**src/rtl/timer_pkg.sv**
```systemverilog
// rtl/timer_pkg.sv - shared state encoding and width helper for the interval timer
package timer_pkg;

    typedef enum logic [1:0] {
        ST_IDLE   = 2'd0,
        ST_RUN    = 2'd1,
        ST_PAUSE  = 2'd2,
        ST_EXPIRE = 2'd3
    } timer_state_e;

    // ceil(log2(n)), never less than 1 so a counter always has at least one bit
    function automatic int clog2_min1(input int n);
        int r;
        r = 0;
        for (int v = n - 1; v > 0; v = v >> 1) begin
            r = r + 1;
        end
        return (r < 1) ? 1 : r;
    endfunction

endpackage

```
**src/rtl/tick_prescaler.sv**
```systemverilog
// rtl/tick_prescaler.sv - divides clk into one-cycle ticks every CLK_DIV enabled cycles
//   clk    : system clock
//   aclr   : asynchronous active-low reset
//   clr    : synchronous clear of the phase counter
//   enable : advance the phase counter this cycle
//   tick   : high on the enabled cycle where the counter wraps
module tick_prescaler
    import timer_pkg::*;
#(
    parameter int CLK_DIV = 50
) (
    input  logic clk,
    input  logic aclr,
    input  logic clr,
    input  logic enable,
    output logic tick
);

    localparam int PW = clog2_min1(CLK_DIV);
    localparam logic [PW-1:0] LAST = PW'(CLK_DIV - 1);

    logic [PW-1:0] r_cnt;
    logic          w_wrap;

    assign w_wrap = (r_cnt == LAST);

    always_ff @(posedge clk or negedge aclr) begin
        if (!aclr) begin
            r_cnt <= '0;
        end else if (clr) begin
            r_cnt <= '0;
        end else if (enable) begin
            r_cnt <= w_wrap ? '0 : r_cnt + 1'b1;
        end
    end

    // Gated by enable so a held (paused) counter sitting on LAST never ticks
    assign tick = enable && w_wrap;

endmodule

```
**src/rtl/interval_timer_ctrl.sv**
```systemverilog
// rtl/interval_timer_ctrl.sv - one-shot / auto-reload interval timer with pause and abort
//   clk, aclr        : clock, asynchronous active-low reset
//   start            : begin timing from load_val (IDLE only)
//   pause            : level, freezes prescaler and count while high
//   abort            : return to IDLE, highest priority
//   periodic         : 0 one-shot, 1 auto-reload (sampled on start)
//   load_val [W]     : start count in ticks (sampled on start)
//   count [W]        : remaining ticks
//   busy/paused/done : status; done is a one-cycle pulse in EXPIRE
//   Macro INTERVAL_TIMER_IRQ_EN adds irq_clr (in) and irq (out), a sticky done flag.
module interval_timer_ctrl
    import timer_pkg::*;
#(
    parameter int CLK_DIV = 50,
    parameter int W       = 16
) (
    input  logic         clk,
    input  logic         aclr,
    input  logic         start,
    input  logic         pause,
    input  logic         abort,
    input  logic         periodic,
    input  logic [W-1:0] load_val,
    output logic [W-1:0] count,
    output logic         busy,
    output logic         paused,
    output logic         done
`ifdef INTERVAL_TIMER_IRQ_EN
    ,
    input  logic         irq_clr,
    output logic         irq
`endif
);

    timer_state_e r_state, w_state_nxt;
    logic [W-1:0] r_count, w_count_nxt;
    logic [W-1:0] r_load;
    logic         r_mode;
    logic         w_take_start;
    logic         w_run;
    logic         w_psc_clr;
    logic         w_tick;

    assign w_take_start = (r_state == ST_IDLE) && start && !abort;

    // A paused timer whose pause has dropped counts on the same edge it
    // returns to RUN, so a pause costs exactly as many cycles as it was high.
    assign w_run     = ((r_state == ST_RUN) || (r_state == ST_PAUSE)) && !pause && !abort;
    assign w_psc_clr = abort || (r_state == ST_IDLE) || (r_state == ST_EXPIRE);

    tick_prescaler #(
        .CLK_DIV (CLK_DIV)
    ) u_prescaler (
        .clk     (clk),
        .aclr    (aclr),
        .clr     (w_psc_clr),
        .enable  (w_run),
        .tick    (w_tick)
    );

    always_comb begin
        w_state_nxt = r_state;
        w_count_nxt = r_count;
        if (abort) begin
            w_state_nxt = ST_IDLE;
            w_count_nxt = '0;
        end else begin
            case (r_state)
                ST_IDLE: begin
                    if (start) begin
                        w_count_nxt = load_val;
                        w_state_nxt = (load_val == '0) ? ST_EXPIRE : ST_RUN;
                    end
                end
                ST_RUN, ST_PAUSE: begin
                    if (pause) begin
                        w_state_nxt = ST_PAUSE;
                    end else begin
                        w_state_nxt = ST_RUN;
                        if (w_tick) begin
                            if (r_count > W'(1)) begin
                                w_count_nxt = r_count - W'(1);
                            end else begin
                                w_count_nxt = '0;
                                w_state_nxt = ST_EXPIRE;
                            end
                        end
                    end
                end
                ST_EXPIRE: begin
                    if (r_mode) begin
                        w_count_nxt = r_load;
                        w_state_nxt = ST_RUN;
                    end else begin
                        w_count_nxt = '0;
                        w_state_nxt = ST_IDLE;
                    end
                end
                default: begin
                    w_state_nxt = ST_IDLE;
                    w_count_nxt = '0;
                end
            endcase
        end
    end

    always_ff @(posedge clk or negedge aclr) begin
        if (!aclr) begin
            r_state <= ST_IDLE;
            r_count <= '0;
            r_load  <= '0;
            r_mode  <= 1'b0;
        end else begin
            r_state <= w_state_nxt;
            r_count <= w_count_nxt;
            if (w_take_start) begin
                r_load <= load_val;
                r_mode <= periodic;
            end
        end
    end

    assign count  = r_count;
    assign busy   = (r_state != ST_IDLE);
    assign paused = (r_state == ST_PAUSE);
    assign done   = (r_state == ST_EXPIRE);

`ifdef INTERVAL_TIMER_IRQ_EN
    logic r_irq;

    // done feeds both the set and the output, so irq rises with done and a
    // clear that lands during done is overridden
    always_ff @(posedge clk or negedge aclr) begin
        if (!aclr) begin
            r_irq <= 1'b0;
        end else begin
            r_irq <= done || (r_irq && !irq_clr);
        end
    end

    assign irq = r_irq || done;
`endif

endmodule

```
**config.mk**
```make
export PLATFORM = sky130hd
export DESIGN_NAME = interval_timer_ctrl
export DESIGN_NICKNAME = d
export VERILOG_FILES = /design/src/rtl/timer_pkg.sv /design/src/rtl/tick_prescaler.sv /design/src/rtl/interval_timer_ctrl.sv
export SDC_FILE = /design/constraint.sdc
export NUM_CORES = 1
export LEC_CHECK = 0
export ABC_AREA = 1
export ABC_CLOCK_PERIOD_IN_PS = 1600
export CAP_MARGIN = 20
export CELL_PAD_IN_SITES_DETAIL_PLACEMENT = 0
export CELL_PAD_IN_SITES_GLOBAL_PLACEMENT = 1
export CORE_MARGIN = 2
export CORE_UTILIZATION = 34
export CTS_CLUSTER_SIZE = 8
export DETAILED_ROUTE_END_ITERATION = 7
export GPL_ROUTABILITY_DRIVEN = 0
export PLACE_DENSITY_LB_ADDON = 0.15
export SYNTH_ARGS = -nofsm -noshare
export SYNTH_HDL_FRONTEND = slang
export SYNTH_SLANG_ARGS = --single-unit
```
**constraint.sdc**
```tcl
create_clock -name clk -period 1.6 [get_ports clk]
set_input_delay 0.32 -clock clk [delete_from_list [all_inputs] [get_ports clk]]
set_output_delay 0.32 -clock clk [all_outputs]
set_load 0.03 [all_outputs]
```
-- Word level (Yosys, flattened, before mapping)
Index checks and enable logic that the tools add are counted.
- add/subtract/negate cells: 2
- $lt $le $gt $ge: 1
- equal/unequal tests: 7
- muxes and demuxes: 18
- reductions and logical operators: 16
- operators by type and width (cell ; count):
    16-bit 2-to-1 mux ; 6
    16-bit one-hot mux with 3 select lines ; 1
    6-bit 2-to-1 mux ; 3
    16-bit by 1-bit greater-than comparator with 1-bit output, second input constant ; 1
    16-bit logical NOT ; 1
    16-bit by 1-bit subtractor with 16-bit output, second input constant ; 1
    2-bit 2-to-1 mux ; 6
    6-bit by 1-bit adder with 6-bit output, second input constant ; 1
    6-bit equality test, second input constant ; 1
    3-bit inequality test, second input constant ; 2
    2-bit one-hot mux with 3 select lines ; 1
    1-bit logical AND ; 5
    2-bit equality test, second input constant ; 2
    2-bit nonzero test ; 2
    1-bit logical OR ; 3
    3-bit by 2-bit inequality test with 1-bit output, second input constant ; 1
    3-bit AND reduction ; 1
    2-bit by 1-bit equality test with 1-bit output, second input constant ; 1
    1-bit logical NOT ; 2
    2-bit logical NOT ; 1
    2-bit OR reduction ; 1
    1-bit 2-to-1 mux ; 1
- flip-flop bits (word level): 41
- bits of input ports: 22
- output and inout port bits: 19
- logic and storage cells: 49

-- Logic depth before layout (Yosys ltp)
- depth after elaboration: 9
- gate-level depth with buffers: 11
- gate-level depth less buffers: 11

-- Modules after synthesis
From an unflattened synthesis, not the netlist that was laid out.
- cell total of the unflattened synthesis: 394
- area, all modules: 2686.3 um2
- by module, submodules not included (module ; times used ; cells an instance ; area an instance (um2)):
    interval_timer_ctrl ; 1 ; 340 ; 2298.5
    tick_prescaler ; 1 ; 54 ; 387.9

-- Worst setup path after synthesis
No wires, ideal clock.
- kind: register to register
- start point: register r_count[0] (netlist: count[0])
- end point: register r_count[8] (netlist: count[8])
- library setup time: 0.066 ns
- data arrival time: 1.547 ns
- data required time: 1.534 ns
- setup slack: -0.012 ns
- cell stages (with the launch flop): 12
- period minus slack after synthesis: 1.612 ns
- cells stage by stage: dfrtp_1 > inv_1 > ha_1 > o21ai_0 > nor2_1 > nand2_1 > nand2_2 > inv_2 > nand2_1 > nand2_1 > nand2_1 > nand2_1
- word-level cells in the longest chain between the ends: 6
- elaborated cells between the ends (all ways): 7
- classes of those cells: add/sub (1); order compare (1); mux (5)
- RTL lines (element ; RTL line ; source):
    start, declared ; interval_timer_ctrl.sv:36 ; logic [W-1:0] r_count, w_count_nxt;
    start signal, assigned ; interval_timer_ctrl.sv:115 ; r_count <= w_count_nxt;
    16-bit by 1-bit subtractor with 16-bit output or 16-bit by 1-bit greater-than comparator with 1-bit output (tied branches) ; interval_timer_ctrl.sv:82, interval_timer_ctrl.sv:81 ;
    16-bit 2-to-1 mux * ; interval_timer_ctrl.sv:81 ; if (r_count > W'(1)) begin
    16-bit 2-to-1 mux * ; interval_timer_ctrl.sv:80 ; if (w_tick) begin
    16-bit 2-to-1 mux * ; interval_timer_ctrl.sv:76 ; if (pause) begin
    16-bit one-hot mux with 3 select lines * ; interval_timer_ctrl.sv:68 ; case (r_state)
    16-bit 2-to-1 mux * ; interval_timer_ctrl.sv:64 ; if (abort) begin
Every way passes the cells marked *; elsewhere a longest branch is shown, timed or not. The select of a mux whose other input is x is not followed.
A chain may end at the register's enable or synchronous reset.

-- Final worst setup path
- start point: register r_count[0] (netlist: count[0])
- end point: register r_count[9] (netlist: count[9])
The elaborated chain is that of the path after synthesis.

==> flow_metrics.py <==
metrics = {
    "timing": {
        "skew_ps": 10.9,
        "relSlewSlack": 0.772,
        "timing.final.crit_share": 1.02,
        "report.final.slew_viol_count": 0,
        "hold_viol_final": 0,
        "whs_ps": 486,
        "worst_slew_pin_slew_ps": 342,
        "fin_ws_ps": -27.5,
        "period_minus_slack_ps": 1630,
        "timing.fmax_ghz": 0.614,
        "rsz0062_at_grt": "true",
        "setup_violations": 2,
    },
    "logic_synthesis": {
        "synth_common_cells": "150 x nand2_1, 67 x nor2_1, 41 x dfrtp_1",
        "synthFlopType": "dfrtp_1",
        "synth_top_area_share": 0.393,
        "syn_nets": 422,
        "postSynth.asyncResetShare": 1.00,
        "synth.distinct_cells": 28,
        "yosysTopAreaCell": "dfrtp_1",
        "synthCells": 393,
        "syn_area_sq_um": 2610,
        "yosysMostFrequentCell": "nand2_1",
        "synth_edf_count": 0,
        "ys_seq_elements": 41,
        "ys_warn_count": 0,
        "synthTopCellsByArea": "dfrtp_1 39%, nand2_1 22%, nor2_1 9.6%, o21ai_0 6.3%, inv_1 5.5%",
        "ys_seq_area_frac": 0.393,
        "syn-mean-instance-area_sq_um": 6.64,
    },
    "final_layout": {
        "antenna_cells": 0,
        "drive_above_1_share": 0.256,
        "area_delta_synth_final_pct": 52.6,
        "fin_nets": 528,
    },
    "global_route": {
        "grt_first_pass_wirelength_microns": 13000,
        "antenna_found_initial": 0,
        "grt.total_usage": 0.192,
        "grt.overflow.total": 0,
        "grt_start_max_net_pins": 42,
        "grt_pass1_vias": 2701,
    },
    "power_and_ir_drop": {
        "p_seq_frac": 0.210,
        "p_sw_uw": 3540,
        "intPower_uw": 4430,
        "power-per-cell-area_nw_per_um2": 2000,
        "p_sw_frac": 0.444,
        "pwr-share-comb": 0.676,
        "leakage_uw": 0.00207,
        "max-vdd-ir-drop_mv": 0.750,
        "clockPowerShare": 0.114,
    },
    "setup_path": {
        "crit_path_end_kind": "register",
        "crit_type": "reg -> reg",
        "critPathMaxFanout": 5,
        "required_ps": 1830,
        "start_kind": "register",
        "worstPathArrival_ps": 1860,
    },
    "cts": {
        "cts-htree-levels": 2,
        "cts_max_path_buffers": 2,
        "path_clk_slew_ps": 90,
        "cts_tree": "built",
        "clkLatencyLatePin_ps": 290,
        "cts_sinks": 41,
        "cts_buffers": 5,
        "root_buffer": "clkbuf_8",
    },
    "die": {
        "io_pins": 41,
        "die_height_microns": 91.6,
        "die-area_sq_um": 8390,
        "start_util": 0.356,
        "rows": 31,
        "core_area_sq_um": 7330,
        "die_w_microns": 91.6,
    },
    "placement": {
        "dpl_worst_slack_ps": -349,
        "place_hpwl_microns": 5360,
        "portBuffers": 40,
    },
    "status": {
        "violations": "negative setup slack",
        "status": "finished, violations left",
    },
    "route": {
        "drc": 0,
        "wl_met1_microns": 3830,
        "drtPass1Iterations": 4,
        "wl_met3_microns": 306,
        "wl_per_cell_microns": 12.9,
        "route.detailed.vias_per_inst": 4.53,
        "drtAntennaViolNets": 0,
        "route.met2.wl_microns": 3570,
        "wirelength_microns": 7760,
        "vias": 2715,
        "top_layer": "met4",
        "drt_iter0_drc": 131,
    },
    "job": {
        "max_cap_violations": 0,
    },
    "min_path": {
        "hp-class": "reg -> reg",
    },
}
kinds of logic (layout without fill, tap and decap cells):
family / after synthesis / in the layout / share of synthesized area
DFF: 41 / 41 / 0.393
AOI/OAI and AO/OA: 45 / 45 / 0.0930
buffers and inverters: 49 / 156 / 0.0758
xor gates and xnor gates: 8 / 8 / 0.0269
muxes: 1 / 1 / 0.00432
and+or+nand+nor: 242 / 242 / 0.373
adders and majority gates: 7 / 7 / 0.0336
metal layers:
| metal | global-route usage | up-vias |
|---|---|---|
| met3 | 0.0315 | 4 |
| met5 | 0 | - |
| li1 | - | 1433 |
| met2 | 0.294 | 59 |
| met1 | 0.282 | 1219 |
| met4 | 0.0429 | 0 |
power groups by stage:
stage	logic [uW]	registers, uW	clock network (uW)
after floorplan	2210	1940	0
after global placement	4260	1660	0
after detailed placement	4270	1670	0
after CTS	4860	1650	918
after global routing	5990	1730	961
final	5390	1670	906
critical path, cell delays in order (launching register included):
cell      delay [ps]
dfrtp_2          440
buf_6            130
ha_4             150
o21ai_2          130
nor2_2            60
nand2_2          100
nand2_4           50
buf_6            130
buf_6            110
o21bai_1         110
nand2_1           90
nand2_1           70
layout make-up:
| class | count | area (sq um) |
|---|---|---|
| clock buffers | 6 | 82.6 |
| clock inverters | 2 | 37.5 |
| fillers | 755 | 3350 |
| inverters | 41 | 165 |
| multi-input cells | 303 | 1530 |
| flip-flops and latches | 41 | 1030 |
| well taps | 99 | 124 |
| repair buffers | 107 | 1010 |
final timing paths:
kind                                        startpoint                     end  slack, ps  cells after the start
min in group asynchronous                         aclr   r_load[1]$_DFFE_PN0P_        510                      3
max in group asynchronous                         aclr    count[6]$_DFFE_PN0P_        850                      3
worst max-delay path              count[0]$_DFFE_PN0P_    count[9]$_DFFE_PN0P_        -30                     11
worst min register to register  r_load[11]$_DFFE_PN0P_  r_load[11]$_DFFE_PN0P_        490                      2
worst max register to register    count[0]$_DFFE_PN0P_    count[9]$_DFFE_PN0P_        -30                     11
worst min-delay path            r_load[11]$_DFFE_PN0P_  r_load[11]$_DFFE_PN0P_        490                      2
repair_timing:
action                                  CTS  global route
gates cloned                              1             1
hold endpoints to repair                 32             0
endpoints found under the setup margin   33            39
buffers inserted                         12             5
hold buffers                              1             0
pin swaps                                 9            17
gates resized for setup                  40            46
state kept, by name, indices dropped and copies added, names as in the netlist:
| register | count |
|---|---|
| u_prescaler.r_cnt | 6 |
| r_load | 16 |
| r_mode | 1 |
| count | 16 |
| r_state | 2 |
cells in the final DEF, fill, tap and decap left out, types with 3 or more instances in the layout:
cell type          n
buf_6              7
o21bai_1           4
nand2_2            8
nor2_4             3
nor2_2            15
xnor2_1            3
clkbuf_8           6
buf_12             5
inv_1             31
clkdlybuf4s50_1   19
xor2_1             5
dlygate4sd2_1     16
a21oi_1            5
ha_1               3
nand2_1          143
inv_2              6
nand3b_1           5
o21ai_1            5
nand3_1            3
ha_4               4
nand4_1            5
buf_4             53
nor2_1            53
o21ai_0           27
dfrtp_1           39
through the flow:
step	util	setup TNS (ps)	instances	cell area, sq um	total power (uW)
2_1_floorplan	-	0	393	2610	4150
3_3_place_gp	0.478	-2440	572	3500	5920
3_5_place_dp	0.478	-3050	572	3500	5930
4_1_cts	0.519	-107	594	3800	7430
5_1_grt	0.543	-1610	599	3980	8680
6_report	0.543	-53.8	599	3980	7970
Power figures use the tool's default switching activity.
